$ cat src/rtl/alu_iter_exec.sv
// Multi-cycle RV32I execute unit: single-cycle logic/arith ops,
// iterative shifts of up to SHIFT_STEP positions per cycle.
module alu_iter_exec #(
  parameter int XLEN       = 32,
  parameter int SHIFT_STEP = 1
) (
  input  logic            clk_i,
  input  logic            rst_i,
  input  logic            in_valid_i,
  output logic            in_ready_o,
  input  logic [3:0]      op_i,
  input  logic [XLEN-1:0] a_i,
  input  logic [XLEN-1:0] b_i,
  output logic            out_valid_o,
  input  logic            out_ready_i,
  output logic [XLEN-1:0] result_o,
  output logic            zero_o,
  output logic            illegal_o
);

  localparam int SW = $clog2(XLEN);

  localparam logic [1:0] IDLE  = 2'd0;
  localparam logic [1:0] SHIFT = 2'd1;
  localparam logic [1:0] DONE  = 2'd2;

  localparam logic [3:0] OP_ADD  = 4'd0;
  localparam logic [3:0] OP_SUB  = 4'd1;
  localparam logic [3:0] OP_AND  = 4'd2;
  localparam logic [3:0] OP_OR   = 4'd3;
  localparam logic [3:0] OP_XOR  = 4'd4;
  localparam logic [3:0] OP_SLL  = 4'd5;
  localparam logic [3:0] OP_SRL  = 4'd6;
  localparam logic [3:0] OP_SRA  = 4'd7;
  localparam logic [3:0] OP_SLT  = 4'd8;
  localparam logic [3:0] OP_SLTU = 4'd9;

  logic [1:0]      state;
  logic [3:0]      op_q;
  logic [XLEN-1:0] acc;
  logic [SW-1:0]   rem;
  logic [XLEN-1:0] result_q;
  logic            zero_q;
  logic            ill_q;

  logic [SW-1:0]   shamt;
  logic [XLEN-1:0] alu_res;
  logic            is_shift;
  logic            is_ill;

  logic [SW-1:0]   step;
  logic [SW-1:0]   rem_nxt;
  logic [XLEN-1:0] acc_nxt;

  assign shamt = b_i[SW-1:0];

  always_comb begin
    alu_res  = '0;
    is_shift = 1'b0;
    is_ill   = 1'b0;
    case (op_i)
      OP_ADD:  alu_res = a_i + b_i;
      OP_SUB:  alu_res = a_i - b_i;
      OP_AND:  alu_res = a_i & b_i;
      OP_OR:   alu_res = a_i | b_i;
      OP_XOR:  alu_res = a_i ^ b_i;
      OP_SLL,
      OP_SRL,
      OP_SRA: begin
        // Zero shamt completes directly with a unchanged.
        is_shift = 1'b1;
        alu_res  = a_i;
      end
      OP_SLT:
        alu_res = {{(XLEN-1){1'b0}}, $signed(a_i) < $signed(b_i)};
      OP_SLTU:
        alu_res = {{(XLEN-1){1'b0}}, a_i < b_i};
      default: is_ill = 1'b1;
    endcase
  end

  always_comb begin
    step    = (rem < SW'(SHIFT_STEP)) ? rem : SW'(SHIFT_STEP);
    rem_nxt = rem - step;
    case (op_q)
      OP_SLL:  acc_nxt = acc << step;
      OP_SRA:  acc_nxt = $signed(acc) >>> step;
      default: acc_nxt = acc >> step;
    endcase
  end

  always_ff @(posedge clk_i) begin
    if (rst_i) begin
      state    <= IDLE;
      op_q     <= '0;
      acc      <= '0;
      rem      <= '0;
      result_q <= '0;
      zero_q   <= 1'b0;
      ill_q    <= 1'b0;
    end else begin
      case (state)
        IDLE: begin
          if (in_valid_i) begin
            op_q <= op_i;
            if (is_shift && shamt != '0) begin
              acc   <= a_i;
              rem   <= shamt;
              state <= SHIFT;
            end else begin
              result_q <= alu_res;
              zero_q   <= (alu_res == '0);
              ill_q    <= is_ill;
              state    <= DONE;
            end
          end
        end
        SHIFT: begin
          acc <= acc_nxt;
          rem <= rem_nxt;
          if (rem_nxt == '0) begin
            result_q <= acc_nxt;
            zero_q   <= (acc_nxt == '0);
            ill_q    <= 1'b0;
            state    <= DONE;
          end
        end
        DONE: begin
          if (out_ready_i) state <= IDLE;
        end
        default: state <= IDLE;
      endcase
    end
  end

  assign in_ready_o  = (state == IDLE) && !rst_i;
  assign out_valid_o = (state == DONE);
  assign result_o    = result_q;
  assign zero_o      = zero_q;
  assign illegal_o   = ill_q;

endmodule

$ cat config.mk
export PLATFORM = sky130hd
export DESIGN_NAME = alu_iter_exec
export DESIGN_NICKNAME = d
export VERILOG_FILES = /design/src/rtl/alu_iter_exec.sv
export SDC_FILE = /design/constraint.sdc
export NUM_CORES = 1
export LEC_CHECK = 0
export BUFFER_PORTS_ARGS = -buffer_cell sky130_fd_sc_hd__buf_2
export CORE_ASPECT_RATIO = 1.4
export CORE_UTILIZATION = 62
export CTS_BUF_LIST = sky130_fd_sc_hd__clkbuf_2
export CTS_CLUSTER_DIAMETER = 30
export CTS_CLUSTER_SIZE = 20
export DETAILED_ROUTE_END_ITERATION = 12
export MAX_ROUTING_LAYER = met4
export PLACE_DENSITY = 0.84
export SYNTH_ARGS = -nofsm -noshare
export SYNTH_HDL_FRONTEND = slang
export SYNTH_SLANG_ARGS = --single-unit
$ cat constraint.sdc
create_clock -name clk_i -period 4.95 [get_ports clk_i]
set_input_delay 0.7425 -clock clk_i [delete_from_list [all_inputs] [get_ports clk_i]]
set_output_delay 0.7425 -clock clk_i [all_outputs]
set_load 0.02 [all_outputs]
# After elaboration in Yosys (flattened, before gate mapping)
# Index checks and enable logic that the tools add are counted.
[totals]
input_bits = 72
out_inout_bits = 36
wordCells = 81
regBits = 77
[classes]
n_addsub = 3
n_shift = 3
n_lt_le_gt_ge = 3
n_mux = 28
n_eq_ne = 18
n_bitwise = 3
reduce_logical = 16
[op_table]
columns = ["op", "n"]
rows = [
  ["case mux 32 bit (8 select lines)", 1],
  ["case mux 32 bit (2 select lines)", 3],
  ["two-way mux 32 bit", 5],
  ["logical NOT 32 bit", 2],
  ["< comparator 32 bit", 2],
  ["adder 32 bit", 1],
  ["AND 32 bit", 1],
  ["bitwise OR 32 bit", 1],
  ["left shift 32 x 5 -> 32 bit", 1],
  [">> shifter 32 x 5 -> 32 bit", 1],
  [">>> shifter 32 x 5 -> 32 bit", 1],
  ["subtractor 32 bit", 1],
  ["bitwise XOR 32 bit", 1],
  ["equality test 4 x 3 -> 1 bit, second input constant", 6],
  ["two-way mux 5 bit", 3],
  ["case mux 5 bit (2 select lines)", 1],
  ["OR reduction 10 bit", 1],
  ["equality test 4 x 2 -> 1 bit, second input constant", 2],
  ["equality test 4 bit, second input constant", 2],
  ["two-way mux 1 bit", 8],
  ["two-way mux 2 bit", 4],
  ["!= test 2 bit, second input constant", 4],
  ["case mux 2 bit (3 select lines)", 1],
  ["AND reduction 3 bit", 2],
  ["17 further kinds", 19],
]

# Depth between registers and ports, before layout
[logic_depth]
depth_word = 7
mapped_depth = 15
ltp_nobuf = 14

# Worst setup path before layout
# OpenSTA, ideal clock, no wires.
[synth_timing]
kind = "input -> register"
from = "in a_i[0]"
to = "reg zero_q, in the netlist zero_o"
setup_time_ps = 96
arrival_time_ps = 4327
path_slack_ps = 527
required_ps = 4854
path_buffers = 0
cell_stages = 14
path_cell_list = "inv_1 -> ha_1 -> fa_1 -> o21bai_1 -> o2111ai_1 -> a21boi_1 -> o31ai_1 -> and2_1 -> a221o_1 -> a211oi_1 -> nand4_1 -> or4_1 -> or4_1 -> o41ai_2"
[synth_via]
elab_chain_len = 6
word_cells_on_any_way = 12
classes_between = "add/sub: 2; order compare: 2; mux: 4; bitwise: 3; reduce/logical: 1"
[synth_rtl]
columns = ["element", "line_no", "text"]
rows = [
  ["from (decl)", "12", "input logic [XLEN-1:0] a_i,"],
  ["subtractor 32 bit (tied with other cells)", "63", "OP_SUB: alu_res = a_i - b_i;"],
  ["case mux 32 bit (8 select lines) (*)", "61", "case (op_i)"],
  ["logical NOT 32 bit (*)", "112", "zero_q <= (alu_res == '0);"],
  ["two-way mux 1 bit (*)", "106", "if (is_shift && shamt != '0) begin"],
  ["two-way mux 1 bit (*)", "104", "if (in_valid_i) begin"],
  ["case mux 1 bit (2 select lines) (*)", "102", "case (state)"],
  ["to (signal assigned)", "112", ""],
  ["to (signal assigned)", "123", "zero_q <= (acc_nxt == '0);"],
  ["to (decl)", "43", "logic zero_q;"],
]
# Every way passes the cells marked *; elsewhere a longest branch is shown, timed or not. The select of a mux whose other input is x is not followed.
# A chain may end at the register's enable or synchronous reset.

# Worst setup path after layout
[layout_timing]
from = "reg rem[1]"
to = "reg zero_q, in the netlist zero_o"
[layout_via]
elab_chain_len = 7
word_cells_on_any_way = 13
classes_between = "add/sub: 1; order compare: 1; eq/ne: 1; shift: 3; mux: 4; reduce/logical: 3"
[layout_rtl]
columns = ["element", "line_no", "text"]
rows = [
  ["from (decl)", "41", "logic [SW-1:0] rem;"],
  ["from (signal assigned)", "108", "rem <= shamt;"],
  ["from (signal assigned)", "120", "rem <= rem_nxt;"],
  ["< comparator 5 x 1 -> 1 bit", "83", "step = (rem < SW'(SHIFT_STEP)) ? rem : SW'(SHIFT_STEP);"],
  ["two-way mux 5 bit", "83", ""],
  [">> shifter 32 x 5 -> 32 bit (tied with other cells)", "88", "default: acc_nxt = acc >> step;"],
  ["case mux 32 bit (2 select lines)", "85", "case (op_q)"],
  ["logical NOT 32 bit", "123", ""],
  ["two-way mux 1 bit", "121", "if (rem_nxt == '0) begin"],
  ["case mux 1 bit (2 select lines)", "102", ""],
]
# Several ways; a longest one is shown, not always the timed one. The select of a mux whose other input is x is not followed.

==> run metrics <==
wire length of the first global-routing pass=about 61000 µm; Final #Nets=1776; family of cells with the greatest summed delay on the critical path=simple AND/OR/NAND/NOR gates; number of enable-type register cells in the synthesized netlist=0; Cell Count Post-Placement=between 1500 and 2000; WHS Path Cells=2; Ports=about 110; power density over the cells=247 nW/µm²; count of H-tree levels built during CTS=3; number of max-cap violations=0; footprint of the multi-input gates=7780 µm²; vias post-DR=between 10000 and 15000; combined buffer and inverter count along the critical path=0; top_reg_cell synth=sky130_fd_sc_hd__dfxtp_1; hold slack=about 0.46 ns; clock insertion delay at the later pin of the skew report=0.56 ns; number of DRC violations after detailed routing=0; root buffer cell=sky130_fd_sc_hd__clkbuf_2; TritonCTS clock tree=built; most common cell after layout, fill and taps aside=sky130_fd_sc_hd__nand2_1; Iter 0 DRT Violations=around 1600; Max rail drop VDD=0.403 mV; remaining max-slew budget at the tightest pin=between 20% and 30%; most area-hungry cell type in the Yosys netlist=sky130_fd_sc_hd__dfxtp_1; Placeable Area=approximately 16000 µm²; Storage cell area=about 1500 µm²; status=complete, no violations; total of flip-flops plus latches after synthesis=between 70 and 80; total congestion overflow after global routing=0; start of the worst register-to-register path=rem[1]; RSZ-0062 raised after global routing=false; required time at the worst-slack endpoint=~5.4 ns; Most common cell on crit path=sky130_fd_sc_hd__or4_1; Avg Vias per Cell=about 7.0; worst-path cell with the longest stage delay=sky130_fd_sc_hd__or4_1; async set or reset register ratio after synthesis=0%; layout cells sized above 1=roughly 14%; area of the die=around 17000 µm²; post-DP HPWL=slightly above 30000 µm; switching power share of the total=about half; pin slew with the least headroom to its limit=1.08 ns; total clock buffers created by CTS=9; nature of the critical path startpoint=flip-flop; worst-path maximum fanout=7; clock-pin slew reported for the worst setup and hold paths after clock tree synthesis=approximately 0.21 ns; Tcrit/Tclk final=between 90% and 100%; Leak Pwr=4.90 nW; count of yosys warnings during synthesis=0; via count of the first global-routing pass=between 10000 and 15000; largest cells by area after synthesis=sky130_fd_sc_hd__dfxtp_1 15%, sky130_fd_sc_hd__ha_1 14%, sky130_fd_sc_hd__nand2_1 8.7%; post-synth top area share=15.3%; critical hold path startpoint=result_o[9]; achievable clock frequency=213 MHz; drt first pass iters=8; Slowest Stage Delay on Critical Path=between 0.5 and 0.6 ns; minimum period implied by the final worst setup slack=roughly 4.7 ns; CTS sink cnt=just under 80; effective utilization at floorplan=between 60% and 70%; Reg2Reg Capture Point=zero_o; post-place instance area=between 10000 and 15000 µm²; Fin Clk Skew=0.0309 ns; cell count after synthesis=around 1500; arrival time at the worst endpoint=around 5 ns; routability cong.=1.17; number of nets still failing antenna checks after routing=0; count of different cell masters after synthesis=84; initial antenna violation count=2; flop2flop setup slack=~0.27 ns; cell area after synthesis=a little over 10000 µm²; R2R cell count=13; routed wirelength normalized by instance count=around 22 µm; nets in the synthesized netlist=~1700; Avg Inst Size Synth=~6.7 µm²; relative area change from synthesis to final layout=10.8%; Max Buffers Root-to-Sink=2; largest net degree at the start of global routing=79; switching power=0.00138 W; clock power share=between 10 and 15%; kind of end point of the critical path=flip-flop; total negative slack for setup checks=0 ns; GRT Util Overall=between 40% and 50%; Seq pwr share=between 20% and 30%; die height=153 µm; cell-by-cell trace of the critical path=or3_1 > o21bai_1 > ha_1 > nor4b_2 > a221oi_2 > nor2b_1 > o211ai_1 > or4_1 > nor4_2 > nand4_1 > or4_1 > or4_1 > o41ai_2; most used cells in the layout excluding fill and tap cells=233 x sky130_fd_sc_hd__nand2_1, 158 x sky130_fd_sc_hd__nor2_1, 157 x sky130_fd_sc_hd__a21oi_1, 114 x sky130_fd_sc_hd__ha_1, 107 x sky130_fd_sc_hd__buf_2; Std-Cell Rows=54; fraction of power consumed by combinational cells=roughly three fifths; sequential cell area fraction in the yosys report=~15%; DRT Wirelength=40100 µm; Layout Cell Area excl Fill=11200 µm²; number of buffers inserted by port buffering=between 100 and 150; Tightest Hold Check Type=reg2reg; type of the worst setup path=reg2reg; count of endpoints failing hold in the final timing report=0; width of the die=approximately 110 µm; hold endpoint=result_o[9]; Int Pwr=between 0.001 and 0.0015 W; final count of negative-setup-slack endpoints=0; FILL cells=1325; post-route insts no fill=between 1500 and 2000; max-slew violation count=0
==> worst register-to-register path, delay by kind of cell, from the launching register on <==
kind | cells | cell delay (ns)
and+or+nand+nor | 8 | 3.10
DFF | 1 | 0.42
AOI/OAI and AO/OA | 4 | 0.81
adders and majority gates | 1 | 0.26
==> cell type report <==
type | count | area share, %
multi-input combinational | 1217 | 69.6
clock buffer | 9 | 0.403
inverter | 103 | 3.46
tap | 196 | 2.19
timing repair buffer | 180 | 9.92
sequential | 77 | 13.8
clock inverter | 7 | 0.593
antenna | 2 | 0.0448
==> synth_stat cells, drive strengths merged, types with 13 or more instances <==
| master | count |
|---|---|
| buf | 14 |
| ha | 114 |
| o21ai | 59 |
| nand3 | 18 |
| nor2 | 160 |
| nor4 | 15 |
| inv | 103 |
| a211oi | 36 |
| a31oi | 31 |
| and3 | 13 |
| o31ai | 13 |
| a311oi | 21 |
| nand2b | 15 |
| or3 | 13 |
| nand2 | 233 |
| dfxtp | 77 |
| o211ai | 31 |
| clkbuf | 93 |
| nor3 | 40 |
| mux2i | 19 |
| a21oi | 158 |
==> per-layer routing <==
| layer | GRT usage, % | up-vias | wire [µm] | part of all wire (%) |
|---|---|---|---|---|
| met4 | 33.6 | 0 | 3270 | 8.1 |
| li1 | - | 5618 | - | - |
| met2 | 75.6 | 913 | 18200 | 45 |
| met5 | - | - | 0 | 0 |
| met1 | 53.3 | 5686 | 14200 | 35 |
| met3 | 11.4 | 269 | 4470 | 11 |
==> repair_timing <==
item                                    in CTS  in global routing
setup buffers                                0                  0
endpoints found under the setup margin       0                  1
endpoints found under the hold margin        0                  0
gates resized for setup                      0                  3
hold buffers                                 0                  0
==> worst max path at each step <==
stage                 from  endpoint  slack [ns]  cells past startpoint
finish              rem[1]    zero_o        0.27                     13
detailed placement  a_i[6]    zero_o       -0.18                     13
CTS                 rem[1]    zero_o        0.19                     13
floorplan           a_i[0]    zero_o        0.53                     14
global route        rem[1]    zero_o        0.06                     13
global placement    a_i[6]    zero_o       -0.19                     13
==> kinds of logic after synthesis <==
kind of cell / synth area share [%]
compound gates: 34.0
buf+inv: 8.09
xor+xnor: 0.608
fa+ha+maj: 14.5
mux: 2.03
flops: 15.3
simple gates: 25.5
==> state kept, by name (all words and copies together), names as in the netlist <==
name / flops
acc: 32
illegal_o: 1
op_q: 4
rem: 5
result_o: 32
state: 2
zero_o: 1
==> stage by stage <==
step                      power [W]  setup slack (ns)  util [%]
final                       0.00276             0.266      71.0
after CTS                   0.00268             0.191      70.8
after global routing        0.00292            0.0559      71.0
after detailed placement    0.00235            -0.179      70.1
after floorplan             0.00184             0.527         -
after global placement      0.00233            -0.189      70.1
==> power by group through the flow <==
stage | Sequential, W | Clock [W] | Combinational, W
floorplan | 0.000844 | 0 | 0.000993
global placement | 0.000808 | 0 | 0.00152
detailed placement | 0.000811 | 0 | 0.00154
CTS | 0.000797 | 0.000335 | 0.00154
global route | 0.000816 | 0.000353 | 0.00175
finish | 0.000804 | 0.000342 | 0.00162
Power figures use the tool's default switching activity.
